`config.mk`:
```
export PLATFORM = sky130hd
export DESIGN_NAME = prog_loader
export DESIGN_NICKNAME = d
export VERILOG_FILES = /design/src/rtl/prog_loader.sv
export SDC_FILE = /design/constraint.sdc
export NUM_CORES = 1
export LEC_CHECK = 0
export ABC_CLOCK_PERIOD_IN_PS = 2300
export BUFFER_PORTS_ARGS = -buffer_cell sky130_fd_sc_hd__buf_2
export CORE_MARGIN = 5
export CORE_UTILIZATION = 57
export DETAILED_ROUTE_END_ITERATION = 8
export GPL_TIMING_DRIVEN = 1
export PLACE_DENSITY = 0.8
export SYNTH_ARGS = -nofsm -noshare
export SYNTH_HDL_FRONTEND = slang
export SYNTH_SLANG_ARGS = --single-unit
```
`constraint.sdc`:
```
create_clock -name clk -period 2.3 [get_ports clk]
set_clock_uncertainty 0.2 [all_clocks]
set_input_delay 0.115 -clock clk [delete_from_list [all_inputs] [get_ports clk]]
set_output_delay 0.115 -clock clk [all_outputs]
set_load 0.01 [all_outputs]
```
`src/rtl/prog_loader.sv`:
```
// Boot-time program loader: packs a UART byte stream into 32-bit instruction words,
// writes them from address 0, then releases the CPU via cpu_run.
// Optional trailing XOR checksum byte when LOADER_CHECKSUM_EN is defined.
module prog_loader #(
  parameter int MEM_WIDTH  = 32,
  parameter int MEM_SIZE   = 256,
  parameter int ADDR_WIDTH = 8
) (
  input  logic                  clk,
  input  logic                  reset,
  input  logic [7:0]            rx_data,
  input  logic                  rx_valid,
  input  logic                  reload,
  output logic                  mem_we,
  output logic [ADDR_WIDTH-1:0] mem_addr,
  output logic [MEM_WIDTH-1:0]  mem_wdata,
  output logic                  cpu_run,
  output logic                  load_err,
  output logic [15:0]           words_loaded
);

  localparam logic [15:0] MEM_SIZE_W = 16'(MEM_SIZE);

  typedef enum logic [2:0] {
    S_IDLE,
    S_CNT_LO,
    S_WORD,
`ifdef LOADER_CHECKSUM_EN
    S_CHK,
`endif
    S_DONE,
    S_ERR
  } state_t;

`ifdef LOADER_CHECKSUM_EN
  localparam state_t S_AFTER_IMAGE = S_CHK;
`else
  localparam state_t S_AFTER_IMAGE = S_DONE;
`endif

  state_t                state_q, state_d;
  logic [15:0]           count_q, count_d;
  logic [1:0]            byte_idx_q, byte_idx_d;
  logic [23:0]           word_q, word_d;
  logic                  mem_we_q, mem_we_d;
  logic [ADDR_WIDTH-1:0] mem_addr_q, mem_addr_d;
  logic [MEM_WIDTH-1:0]  mem_wdata_q, mem_wdata_d;
  logic                  cpu_run_q, cpu_run_d;
  logic                  load_err_q, load_err_d;
  logic [15:0]           words_loaded_q, words_loaded_d;
`ifdef LOADER_CHECKSUM_EN
  logic [7:0]            xor_q, xor_d;
`endif

  logic [15:0] full_cnt;
  logic [31:0] word_full;
  logic        last_word;

  assign full_cnt  = {count_q[15:8], rx_data};
  assign word_full = {word_q, rx_data};
  assign last_word = (words_loaded_q + 16'd1) == count_q;

  always_comb begin
    // NOTE: every signal gets its hold value first so no path can infer a latch.
    state_d        = state_q;
    count_d        = count_q;
    byte_idx_d     = byte_idx_q;
    word_d         = word_q;
    mem_we_d       = 1'b0;
    mem_addr_d     = mem_addr_q;
    mem_wdata_d    = mem_wdata_q;
    cpu_run_d      = cpu_run_q;
    load_err_d     = load_err_q;
    words_loaded_d = words_loaded_q;
`ifdef LOADER_CHECKSUM_EN
    xor_d          = xor_q;
`endif

    unique case (state_q)
      S_IDLE: begin
        if (rx_valid) begin
          count_d[15:8] = rx_data;
          state_d       = S_CNT_LO;
`ifdef LOADER_CHECKSUM_EN
          xor_d         = 8'h00;
`endif
        end
      end
      S_CNT_LO: begin
        if (rx_valid) begin
          count_d    = full_cnt;
          byte_idx_d = 2'd0;
          if (full_cnt > MEM_SIZE_W)  state_d = S_ERR;
          else if (full_cnt == 16'd0) state_d = S_AFTER_IMAGE;
          else                        state_d = S_WORD;
        end
      end
      S_WORD: begin
        if (rx_valid) begin
          word_d     = word_full[23:0];
          byte_idx_d = byte_idx_q + 2'd1;
`ifdef LOADER_CHECKSUM_EN
          xor_d      = xor_q ^ rx_data;
`endif
          if (byte_idx_q == 2'd3) begin
            // Address is the pre-increment count, so word k lands at address k.
            mem_we_d       = 1'b1;
            mem_addr_d     = words_loaded_q[ADDR_WIDTH-1:0];
            mem_wdata_d    = word_full;
            words_loaded_d = words_loaded_q + 16'd1;
            if (last_word) state_d = S_AFTER_IMAGE;
          end
        end
      end
`ifdef LOADER_CHECKSUM_EN
      S_CHK: begin
        if (rx_valid) state_d = (rx_data == xor_q) ? S_DONE : S_ERR;
      end
`endif
      S_DONE: begin
        // cpu_run follows the state by one cycle, so the last write lands first.
        if (reload) begin
          state_d        = S_IDLE;
          cpu_run_d      = 1'b0;
          load_err_d     = 1'b0;
          words_loaded_d = 16'd0;
        end else begin
          cpu_run_d = 1'b1;
        end
      end
      S_ERR: begin
        if (reload) begin
          state_d        = S_IDLE;
          cpu_run_d      = 1'b0;
          load_err_d     = 1'b0;
          words_loaded_d = 16'd0;
        end else begin
          load_err_d = 1'b1;
        end
      end
      default: state_d = S_IDLE;
    endcase
  end

  always_ff @(posedge clk) begin
    // NOTE: non-blocking assignments so every flop samples pre-edge values.
    if (!reset) begin
      state_q        <= S_IDLE;
      count_q        <= '0;
      byte_idx_q     <= '0;
      word_q         <= '0;
      mem_we_q       <= 1'b0;
      mem_addr_q     <= '0;
      mem_wdata_q    <= '0;
      cpu_run_q      <= 1'b0;
      load_err_q     <= 1'b0;
      words_loaded_q <= '0;
`ifdef LOADER_CHECKSUM_EN
      xor_q          <= '0;
`endif
    end else begin
      state_q        <= state_d;
      count_q        <= count_d;
      byte_idx_q     <= byte_idx_d;
      word_q         <= word_d;
      mem_we_q       <= mem_we_d;
      mem_addr_q     <= mem_addr_d;
      mem_wdata_q    <= mem_wdata_d;
      cpu_run_q      <= cpu_run_d;
      load_err_q     <= load_err_d;
      words_loaded_q <= words_loaded_d;
`ifdef LOADER_CHECKSUM_EN
      xor_q          <= xor_d;
`endif
    end
  end

  assign mem_we       = mem_we_q;
  assign mem_addr     = mem_addr_q;
  assign mem_wdata    = mem_wdata_q;
  assign cpu_run      = cpu_run_q;
  assign load_err     = load_err_q;
  assign words_loaded = words_loaded_q;

endmodule
```
==> results of run 1 <==
how the worst min path moves through the flow:
stage	end	slack (ps)	start
3_5_place_dp	count_q[13]$_SDFFE_PN0P_	230	rx_data[5]
2_1_floorplan	count_q[0]$_SDFFE_PN0P_	60	rx_data[0]
6_report	state_q[1]$_SDFFE_PN0P_	150	rx_valid
3_3_place_gp	word_q[1]$_SDFFE_PN0P_	230	rx_data[1]
5_1_grt	state_q[1]$_SDFFE_PN0P_	190	rx_valid
4_1_cts	state_q[1]$_SDFFE_PN0P_	140	rx_valid
kinds of logic after synthesis:
family | share of synthesized area (%)
fa+ha+maj | 0.532
xor+xnor | 3.91
flops | 44.3
buf+inv | 4.31
simple gates | 25.3
mux | 0.426
compound gates | 21.2
cell usage in the layout, fill, tap and decap left out, types with 2 or more instances in the layout:
cell type      netlist  layout
nand2_1            177     176
dfxtp_1            104     103
a21boi_0            86      86
buf_2                1      70
buf_4                1      21
nor2_1              20      19
a21oi_1             17      17
xnor2_1             15      15
o21ai_0             13      13
dlygate4sd3_1        0      10
nand3_1             10       9
clkbuf_8             1       9
nor3_1               7       7
nor2b_1              7       7
and2_1               6       6
o21a_1               6       6
xor2_1               6       6
nor4_1               5       5
and3_1               4       4
or3_1                4       4
nand3b_1             3       3
nor3b_1              3       3
nand4_1              3       3
o31ai_1              3       3
a22oi_1              2       2
o311a_1              2       2
a31oi_1              2       2
nand4_2              2       2
mux2i_1              2       2
or4_1                3       2
a21boi_1             2       2
inv_6                0       2
clkinvlp_4           0       2
flip-flops by register name, indices dropped and copies added (netlist names), 2 cells and up:
register and cells:
mem_wdata 32, words_loaded 16, mem_addr 8, byte_idx_q 2, word_q 24, state_q 3
count_q 16
through the flow:
step / instance area, um2 / setup WS [ps] / total power (uW) / util (%)
after floorplan: 4700 / 154 / 2100 / -
after global placement: 5160 / 195 / 2170 / 63.5
after detailed placement: 5160 / 26.9 / 2180 / 63.5
after CTS: 5450 / 21.8 / 3220 / 67.0
after global routing: 5460 / 26.4 / 3330 / 67.2
final: 5460 / 207 / 3210 / 67.2
layout make-up:
cell class	instances	share of cell area [%]
clock buffers	9	2.27
clock inverters	6	0.962
inverters	1	0.0687
multi-input cells	430	44.7
flip-flops and latches	104	38.1
well taps	105	2.40
repair buffers	102	11.5
layer usage:
layer / track usage, % / up-vias / part of all wire [%]
met5: 0 / - / 0
met4: 7.25 / 0 / 1.4
met3: 4.08 / 14 / 6.9
met2: 35.8 / 143 / 47
met1: 30.1 / 1983 / 45
li1: - / 2090 / -
worst register-to-register path, delay by kind of cell (launching register included):
family | cells | cell delay (ps)
AND/OR/NAND/NOR | 3 | 1180
flip-flops | 1 | 500
AO/OA/AOI/OAI | 1 | 160
power groups by stage:
| stage | logic [uW] | clock network [uW] | registers, uW |
|---|---|---|---|
| floorplan | 200 | 0 | 1900 |
| global placement | 263 | 0 | 1910 |
| detailed placement | 270 | 0 | 1910 |
| CTS | 284 | 1070 | 1870 |
| global route | 318 | 1130 | 1880 |
| finish | 286 | 1060 | 1870 |
timing repair:
action                                  in CTS  in global routing
endpoints found under the hold margin       53                  0
gates resized for setup                      1                  5
endpoints found under the setup margin       1                  3
hold buffers                                10                  0
==> impl_results.md, run 1 <==
* Max-slew violations at 0
* Synth cell types at 53
* #FFs+latches synth at 104
* Min-Delay Path Depth at 4
* Required time of the critical path at 2400 ps
* Die height at 101 um
* Tmin final at 2090 ps
* Largest net degree at the start of global routing at 60
* Port bufs at 70
* Top-count cell post-synth: nand2_1
* Gpl congestion at 0.904
* Final Setup Violations at 0
* Total internal power at 2360 uW
* Max capacitance violation total at 0
* IR drop worst, VDD at 0.386 mV
* Critical Path End Type: flop
* Via count at 4230
* Unrepaired setup endpoints after global routing: false
* Tcrit/Tclk final at 91.0%
* CP Class: flop to flop
* Vias/cell at 5.59
* Final ANT Viol Nets at 0
* Worst setup path endpoint: words_loaded[15]$_SDFFE_PN0P_
* Post-placement cell count at 732
* Number of global-route vias before repair at 3967
* Final Hold Fails at 0
* Synthesized net count at 588
* Row count at 33
* Reg2reg start: words_loaded[9]$_SDFFE_PN0P_
* Main synth FF type: dfxtp_1
* Postcts setup bufs at 0
* Initial Utilization at 57.8%
* Slew @ Worst Pin at 450 ps
* Crit path launch type: flop
* Pwr/cell area at 588 mW/mm2
* Avg Synthesized Cell Area at 8.19 um2
* Final net count at 662
* Comb pwr share at 8.9%
* Initial antenna violation count at 0
* Sequential cell area at 0.00208 mm2
* CP cell instances: nand4_4 -> or4_4 -> or4_1 -> a21boi_1
* Crit path max fanout at 7
* Post-synth top area share at 44.3%
* Sequential-to-total area share from yosys stat at 44.3%
* HPWL Detailed at 7.70 mm
* Core area at 0.00813 mm2
* Die Area at 0.0102 mm2
* First-pass GRT wire length at 18.5 mm
* Syn Inst Count at 574
* Reg-to-reg endpoint: words_loaded[15]$_SDFFE_PN0P_
* P_leak at 0.00212 uW
* Congestion Overflow GR at 0
* Crit-path max cell delay at 500 ps
* Fmax at 0.478 GHz
* Final wirelength at 11.0 mm
* Clk pwr share at 32.9%
* Worst Setup SP: words_loaded[9]$_SDFFE_PN0P_
* Hold crit path type: input pin to flop
* Slowest-stage cell, CP: dfxtp_1
* EDFF count, synth at 0
* ANT cells at 0
* DR WL/cell at 14.6 um
* Synth async-reset ratio at 0%
* Post-route setup TNS at 0 ps
* Leading area contributor after synthesis: dfxtp_1
* Total GRT Usage at 22.2%
* Root Driver: clkbuf_8
* Share of layout cells above drive strength 1 at 18.6%
* Status: finished clean
* Levels on crit path at 4
* CP Buf/Inv Count at 0
* Synth top cells by count: nand2_1, dfxtp_1, a21boi_0
* Clk buf depth at 2
* Clk_lat worst skew at 370 ps
* Post-route DRC at 0
* 1st-iter DRT viols at 235
* CTS Sinks at 104
* TritonCTS clock tree: built
* Reg2Reg Setup Slack at 210 ps
* FILL cells at 648
* Reg2reg path depth at 4
* Sw Ratio at 26.5%
* Total CTS buffers at 9
* Hold Worst Slack at 153 ps
* Yosys warns at 0
* # IOs at 71
* Worst endpoint data arrival time at 2200 ps
* DR pass1 iterations at 5
* Worst path top cell family by delay: simple AND/OR/NAND/NOR gates
* Area grow syn2layout at 16.2%
* Mapped cell area at 0.00470 mm2
* CTS clk-pin slew, worst paths at 100 ps
* Die width at 101 um
* H-tree levels at 3
* Layout Cells excl Fill at 757
* Top cells by area, synth: dfxtp_1, nand2_1, a21boi_0
* Sw power at 851 uW
* Multi-input gate area at 0.00244 mm2
* Slew HR at 69.9%
* Register share of total power at 58.2%
(Power assumes the default switching activity.)
==> run 2: changes to the inputs <==
--- a/config.mk
+++ b/config.mk
@@ -11,7 +11,7 @@
 export CORE_UTILIZATION = 57
 export DETAILED_ROUTE_END_ITERATION = 8
 export GPL_TIMING_DRIVEN = 1
-export PLACE_DENSITY = 0.8
+export PLACE_DENSITY_LB_ADDON = 0.12
 export SYNTH_ARGS = -nofsm -noshare
 export SYNTH_HDL_FRONTEND = slang
 export SYNTH_SLANG_ARGS = --single-unit
==> constraint.sdc (replaced) <==
create_clock -name clk -period 2.3 [get_ports clk]
set_clock_uncertainty 0.2 [all_clocks]
set_input_delay 0.46 -clock clk [delete_from_list [all_inputs] [get_ports clk]]
set_output_delay 0.46 -clock clk [all_outputs]
set_load 0.01 [all_outputs]
==> run 2 against run 1 <==
Largest power group unchanged. First-iteration DRC count down 1.3%. Final area is 1.0% lower. Critical path depth increased by 2. Clock power increased by 8%. Die area stayed put. Combinational power is 3% lower. Register-to-register slack lost 20 ps. Sequential share of layout area up 0.40 points.
==> impl_results.md, run 2 (synthesis results as in run 1) <==
* Status: finished clean (unchanged)
* Final ANT Viol Nets at 0 (unchanged)
* CTS clk-pin slew, worst paths at 110 ps (was 100 ps)
* Initial Utilization at 57.8% (unchanged)
* Final Setup Violations at 0 (unchanged)
* ANT cells at 0 (unchanged)
* Gpl congestion at 0.875 (was 0.904)
* CP most frequent cell: mux2i_1
* Number of global-route vias before repair at 3847 (was 3967)
* Worst setup margin at 191 ps (was 207 ps)
* Max capacitance violation total at 0 (unchanged)
* Reg2reg start: words_loaded[9]$_SDFFE_PN0P_ (unchanged)
* Post-route DRC at 0 (unchanged)
* Final wirelength at 11.0 mm (about the same)
* P_leak at 0.00210 uW (was 0.00212 uW)
* Crit-path max cell delay at 510 ps (was 500 ps)
* HPWL Detailed at 7.76 mm (was 7.70 mm)
* Reg-to-reg endpoint: state_q[0]$_SDFFE_PN0P_ (was words_loaded[15]$_SDFFE_PN0P_)
* Hold crit path type: input pin to flop (unchanged)
* Share of layout cells above drive strength 1 at 19.1% (was 18.6%)
* Critical Path End Type: flop (unchanged)
* Tcrit/Tclk final at 91.7% (was 91.0%)
* Largest net degree at the start of global routing at 83 (was 60)
* Pre-CTS WS at 65.2 ps (was 26.9 ps)
* Unrepaired setup endpoints after global routing: false (unchanged)
* Cts-stage hold buffer count at 0 (was 10)
* TritonCTS clock tree: built (unchanged)
* Most frequent cells in the layout: nand2_1, dfxtp_1, a21boi_0 (unchanged)
* 1st-iter DRT viols at 232 (was 235)
* Clk buf depth at 2 (unchanged)
* Fmax at 0.474 GHz (was 0.478 GHz)
* First-pass GRT wire length at 18.4 mm (was 18.5 mm)
* CTS Sinks at 104 (unchanged)
* Max reg flops at 32 (unchanged)
* Row count at 33 (unchanged)
* Die height at 101 um (unchanged)
* Clk_lat worst skew at 380 ps (was 370 ps)
* CP cell instances: nand4_4 -> or4_4 -> mux2i_1 -> mux2i_1 -> a21oi_1 -> o31ai_1 (was nand4_4 -> or4_4 -> or4_1 -> a21boi_1)
* Worst endpoint data arrival time at 2200 ps (about the same)
* Worst path top cell family by delay: simple AND/OR/NAND/NOR gates (unchanged)
* DR pass1 iterations at 4 (was 5)
* Tmin final at 2110 ps (was 2090 ps)
* Max-slew violations at 0 (unchanged)
* Total GRT Usage at 22.4% (was 22.2%)
* Post-CTS Resized at 0 (was 1)
* Via count at 4139 (was 4230)
* Final net count at 654 (was 662)
* Reg2reg path depth at 6 (was 4)
* Final Hold Fails at 0 (unchanged)
* Pwr/cell area at 609 mW/mm2 (was 588 mW/mm2)
* Crit path max fanout at 7 (unchanged)
* Post-placement cell count at 734 (was 732)
* Slew HR at 80.5% (was 69.9%)
* Total CTS buffers at 9 (unchanged)
* Worst Setup SP: words_loaded[9]$_SDFFE_PN0P_ (unchanged)
* DR WL/cell at 14.7 um (was 14.6 um)
* Layout Cells excl Fill at 750 (was 757)
* Hold Worst Slack at 172 ps (was 153 ps)
* Required time of the critical path at 2390 ps (was 2400 ps)
* FILL cells at 746 (was 648)
* Congestion Overflow GR at 0 (unchanged)
* Initial antenna violation count at 0 (unchanged)
* Root Driver: clkbuf_8 (unchanged)
* # IOs at 71 (unchanged)
* Slew @ Worst Pin at 289 ps (was 450 ps)
* Worst setup path endpoint: state_q[0]$_SDFFE_PN0P_ (was words_loaded[15]$_SDFFE_PN0P_)
* CP Buf/Inv Count at 0 (unchanged)
* Area grow syn2layout at 15.0% (was 16.2%)
* Port bufs at 70 (unchanged)
* Post-layout util at 66.5% (was 67.2%)
* CP Class: flop to flop (unchanged)
* Slowest-stage cell, CP: or4_4 (was dfxtp_1)
* H-tree levels at 3 (unchanged)
* Levels on crit path at 6 (was 4)
* Die Area at 0.0102 mm2 (unchanged)
* IR drop worst, VDD at 0.362 mV (was 0.386 mV)
* Post-route setup TNS at 0 ps (unchanged)
* Crit path launch type: flop (unchanged)
* Reg2Reg Setup Slack at 190 ps (was 210 ps)
* Postcts setup bufs at 0 (unchanged)
* Core area at 0.00813 mm2 (unchanged)
* Most common cell after layout, fill and taps aside: nand2_1 (unchanged)
* Vias/cell at 5.52 (was 5.59)
* Die width at 101 um (unchanged)
[run 2: cell count changes in the layout (fill, tap and decap cells not counted)]
cell / change
buf_4: +2
clkinv_4: +1
clkinv_8: +3
clkinvlp_4: -2
dlygate4sd3_1: -10
inv_6: -1
nand3_1: +1
nand3_2: -1
[run 2: area by class of cell]
class | instances | area [um2] | area share, %
multi-input cells | 430 | 2440 | 45.0
repair buffers | 94 | 543 | 10.0
inverters | 1 | 3.75 | 0.0694
clock inverters | 7 | 86.3 | 1.60
flip-flops and latches | 104 | 2080 | 38.5
clock buffers | 9 | 124 | 2.29
well taps | 105 | 131 | 2.43
[run 2: metrics by stage]
step | cell area (um2) | power [uW]
finish | 5410 | 3290
CTS | 5390 | 3310
global placement | 5180 | 2180
floorplan | 4700 | 2100
global route | 5410 | 3440
detailed placement | 5180 | 2180
[run 2: metal layers]
metal	vias to the layer above	global-route usage (%)	routed length, um
met1	1955	30.0	5110
met3	10	4.08	571
met2	108	37.1	5220
met5	-	0	0
li1	2066	-	-
met4	0	6.01	112
[run 2: how the worst min path moves through the flow]
stage	start	end	slack, ps	cells after the start
after floorplan	word_q[23]$_SDFFE_PN0P_	mem_wdata[31]$_SDFFE_PN0P_	240	2
after global placement	mem_wdata[10]$_SDFFE_PN0P_	mem_wdata[10]$_SDFFE_PN0P_	250	2
after detailed placement	mem_wdata[24]$_SDFFE_PN0P_	mem_wdata[24]$_SDFFE_PN0P_	250	2
after CTS	rx_data[5]	mem_wdata[5]$_SDFFE_PN0P_	170	3
after global routing	rx_data[6]	count_q[14]$_SDFFE_PN0P_	180	3
final	rx_data[5]	mem_wdata[5]$_SDFFE_PN0P_	170	3
[run 2: worst min-delay path, stage by stage]
cell	delay, ps
buf_2	130
nand2_1	50
a21boi_0	60
[run 2: power breakdown]
| group | switching (uW) | internal, uW | total, uW | leakage, uW |
|---|---|---|---|---|
| clock | 715 | 436 | 1150 | 0.000104 |
| sequential | 32.2 | 1830 | 1860 | 0.000840 |
| combinational | 160 | 116 | 276 | 0.00116 |
==> run 3: changes to the inputs <==
--- a/config.mk
+++ b/config.mk
@@ -12,6 +12,7 @@
 export DETAILED_ROUTE_END_ITERATION = 8
 export GPL_TIMING_DRIVEN = 1
 export PLACE_DENSITY_LB_ADDON = 0.12
+export REMOVE_ABC_BUFFERS = 1
 export SYNTH_ARGS = -nofsm -noshare
 export SYNTH_HDL_FRONTEND = slang
 export SYNTH_SLANG_ARGS = --single-unit
==> run 3 against run 2 <==
Final cell count grew 0.53%. Fmax is 2.6% lower. Combinational power is 4% higher. Register-to-register slack worse by 60 ps. Core utilization is 0.40 points higher. Routed wire length is 0.95% lower. Critical path depth unchanged. Total power decreased by 0.35%. Via count fell by 1.1%.
==> impl_results.md, run 3 (synthesis results as in run 1) <==
* Status: finished clean (unchanged)
* Final ANT Viol Nets at 0 (unchanged)
* Initial Utilization at 57.8% (unchanged)
* Final wirelength at 10.9 mm (was 11.0 mm)
* CTS Sinks at 104 (unchanged)
* Comb pwr share at 8.7% (was 8.4%)
* Unrepaired setup endpoints after global routing: false (unchanged)
* Sw Ratio at 26.7% (was 27.6%)
* Max capacitance violation total at 0 (unchanged)
* Tcrit/Tclk final at 94.1% (was 91.7%)
* Sw power at 877 uW (was 907 uW)
* Worst setup margin at 135 ps (was 191 ps)
* Initial antenna violation count at 0 (unchanged)
* Area grow syn2layout at 15.7% (was 15.0%)
* HPWL Detailed at 7.66 mm (was 7.76 mm)
* Design Area, Final at 0.00544 mm2 (was 0.00541 mm2)
* H-tree levels at 3 (unchanged)
* Tmin final at 2170 ps (was 2110 ps)
* Die height at 101 um (unchanged)
* Final Hold Fails at 0 (unchanged)
* Most common cell after layout, fill and taps aside: nand2_1 (unchanged)
* P_leak at 0.00213 uW (was 0.00210 uW)
* Root Driver: clkbuf_8 (unchanged)
* # IOs at 71 (unchanged)
* Die Area at 0.0102 mm2 (unchanged)
* Postcts setup bufs at 0 (unchanged)
* Number of global-route vias before repair at 3923 (was 3847)
* Total GRT Usage at 22.0% (was 22.4%)
* Row count at 33 (unchanged)
* TritonCTS clock tree: built (unchanged)
* Share of layout cells above drive strength 1 at 19.7% (was 19.1%)
* Crit path max fanout at 7 (unchanged)
* Placed cell area at 0.00522 mm2 (was 0.00518 mm2)
* ANT cells at 0 (unchanged)
* Vias/cell at 5.43 (was 5.52)
* Clk pwr share at 34.2% (was 35.0%)
* CP Class: flop to flop (unchanged)
* DR WL/cell at 14.5 um (was 14.7 um)
* Congestion Overflow GR at 0 (unchanged)
* CTS clk-pin slew, worst paths at 110 ps (about the same)
* IR drop worst, VDD at 0.417 mV (was 0.362 mV)
* Via count at 4095 (was 4139)
* Hold Worst Slack at 172 ps (about the same)
* Clk buf depth at 2 (unchanged)
* 1st-iter DRT viols at 151 (was 232)
* Slew @ Worst Pin at 378 ps (was 289 ps)
* Port bufs at 70 (unchanged)
* Crit path launch type: flop (unchanged)
* Final Setup Violations at 0 (unchanged)
* Pwr/cell area at 603 mW/mm2 (was 609 mW/mm2)
* Die width at 101 um (unchanged)
* Post-route DRC at 0 (unchanged)
* Total internal power at 2400 uW (was 2380 uW)
* Core area at 0.00813 mm2 (unchanged)
* Required time of the critical path at 2380 ps (was 2390 ps)
* First-pass GRT wire length at 18.2 mm (was 18.4 mm)
* Max-slew violations at 0 (unchanged)
* Layout Cells excl Fill at 754 (was 750)
* Max reg flops at 32 (unchanged)
* Pre-CTS WS at -2.60 ps (was 65.2 ps)
* Register share of total power at 57.1% (was 56.6%)
* Gpl congestion at 0.904 (was 0.875)
* Final net count at 658 (was 654)
* Critical Path End Type: flop (unchanged)
* Post-route setup TNS at 0 ps (unchanged)
* Clk_lat worst skew at 370 ps (was 380 ps)
* Slew HR at 74.7% (was 80.5%)
* DR pass1 iterations at 4 (unchanged)
* Fmax at 0.462 GHz (was 0.474 GHz)
* Most frequent cells in the layout: nand2_1, dfxtp_1, a21boi_0 (unchanged)
* Hold crit path type: input pin to flop (unchanged)
* Worst endpoint data arrival time at 2240 ps (was 2200 ps)
* Total CTS buffers at 9 (unchanged)
* Largest net degree at the start of global routing at 105 (was 83)
* Post-placement cell count at 738 (was 734)
[run 3: layout make-up]
type / instances / area, um2
clock inverter: 6 / 58.8
tap: 105 / 131
clock buffer: 10 / 138
inverter: 1 / 3.75
sequential: 104 / 2080
multi-input combinational: 430 / 2440
timing repair buffer: 98 / 586
fill: 707 / 2690
[run 3: final timing paths]
check             depth (start not counted)                    startpoint                         to  slack, ps
setup / recovery                          6  words_loaded[1]$_SDFFE_PN0P_    state_q[0]$_SDFFE_PN0P_        130
hold / removal                            3                    rx_data[0]  mem_wdata[0]$_SDFFE_PN0P_        170
setup reg to reg                          6  words_loaded[1]$_SDFFE_PN0P_    state_q[0]$_SDFFE_PN0P_        130
hold reg to reg                           2      mem_addr[5]$_SDFFE_PN0P_   mem_addr[5]$_SDFFE_PN0P_        260
[run 3: metal layers]
metal	up-vias	share of wire (%)	track usage [%]	wire, um
li1	2077	-	-	-
met1	1914	48	30.5	5230
met2	93	46	35.1	5040
met3	11	4.6	3.25	506
met4	0	1.2	7.05	131
met5	-	0	0	0
[run 3: metrics by stage]
| stage | util, % | power (uW) |
|---|---|---|
| 3_5_place_dp | 64.2 | 2200 |
| 5_1_grt | 66.9 | 3420 |
| 4_1_cts | 66.8 | 3300 |
| 2_1_floorplan | - | 2070 |
| 3_3_place_gp | 64.2 | 2190 |
| 6_report | 66.9 | 3280 |
[run 3: power groups by stage]
stage | combinational (uW) | sequential [uW] | clock, uW
floorplan | 163 | 1910 | 0
global placement | 278 | 1910 | 0
detailed placement | 283 | 1910 | 0
CTS | 285 | 1870 | 1150
global route | 318 | 1880 | 1220
finish | 286 | 1870 | 1120
[run 3: critical path: stages (launching register included)]
cell	delay, ps
dfxtp_1	390
nand4_2	180
or4_4	610
mux2i_1	160
mux2i_1	180
a21oi_1	100
o31ai_1	250
[run 3: what timing repair did]
item                                   in CTS  in global routing
pin swaps                                   0                  0
resized for setup                           2                  3
endpoints found under the hold margin       0                  0
hold buffers                                0                  0
setup endpoints to repair                   1                  3
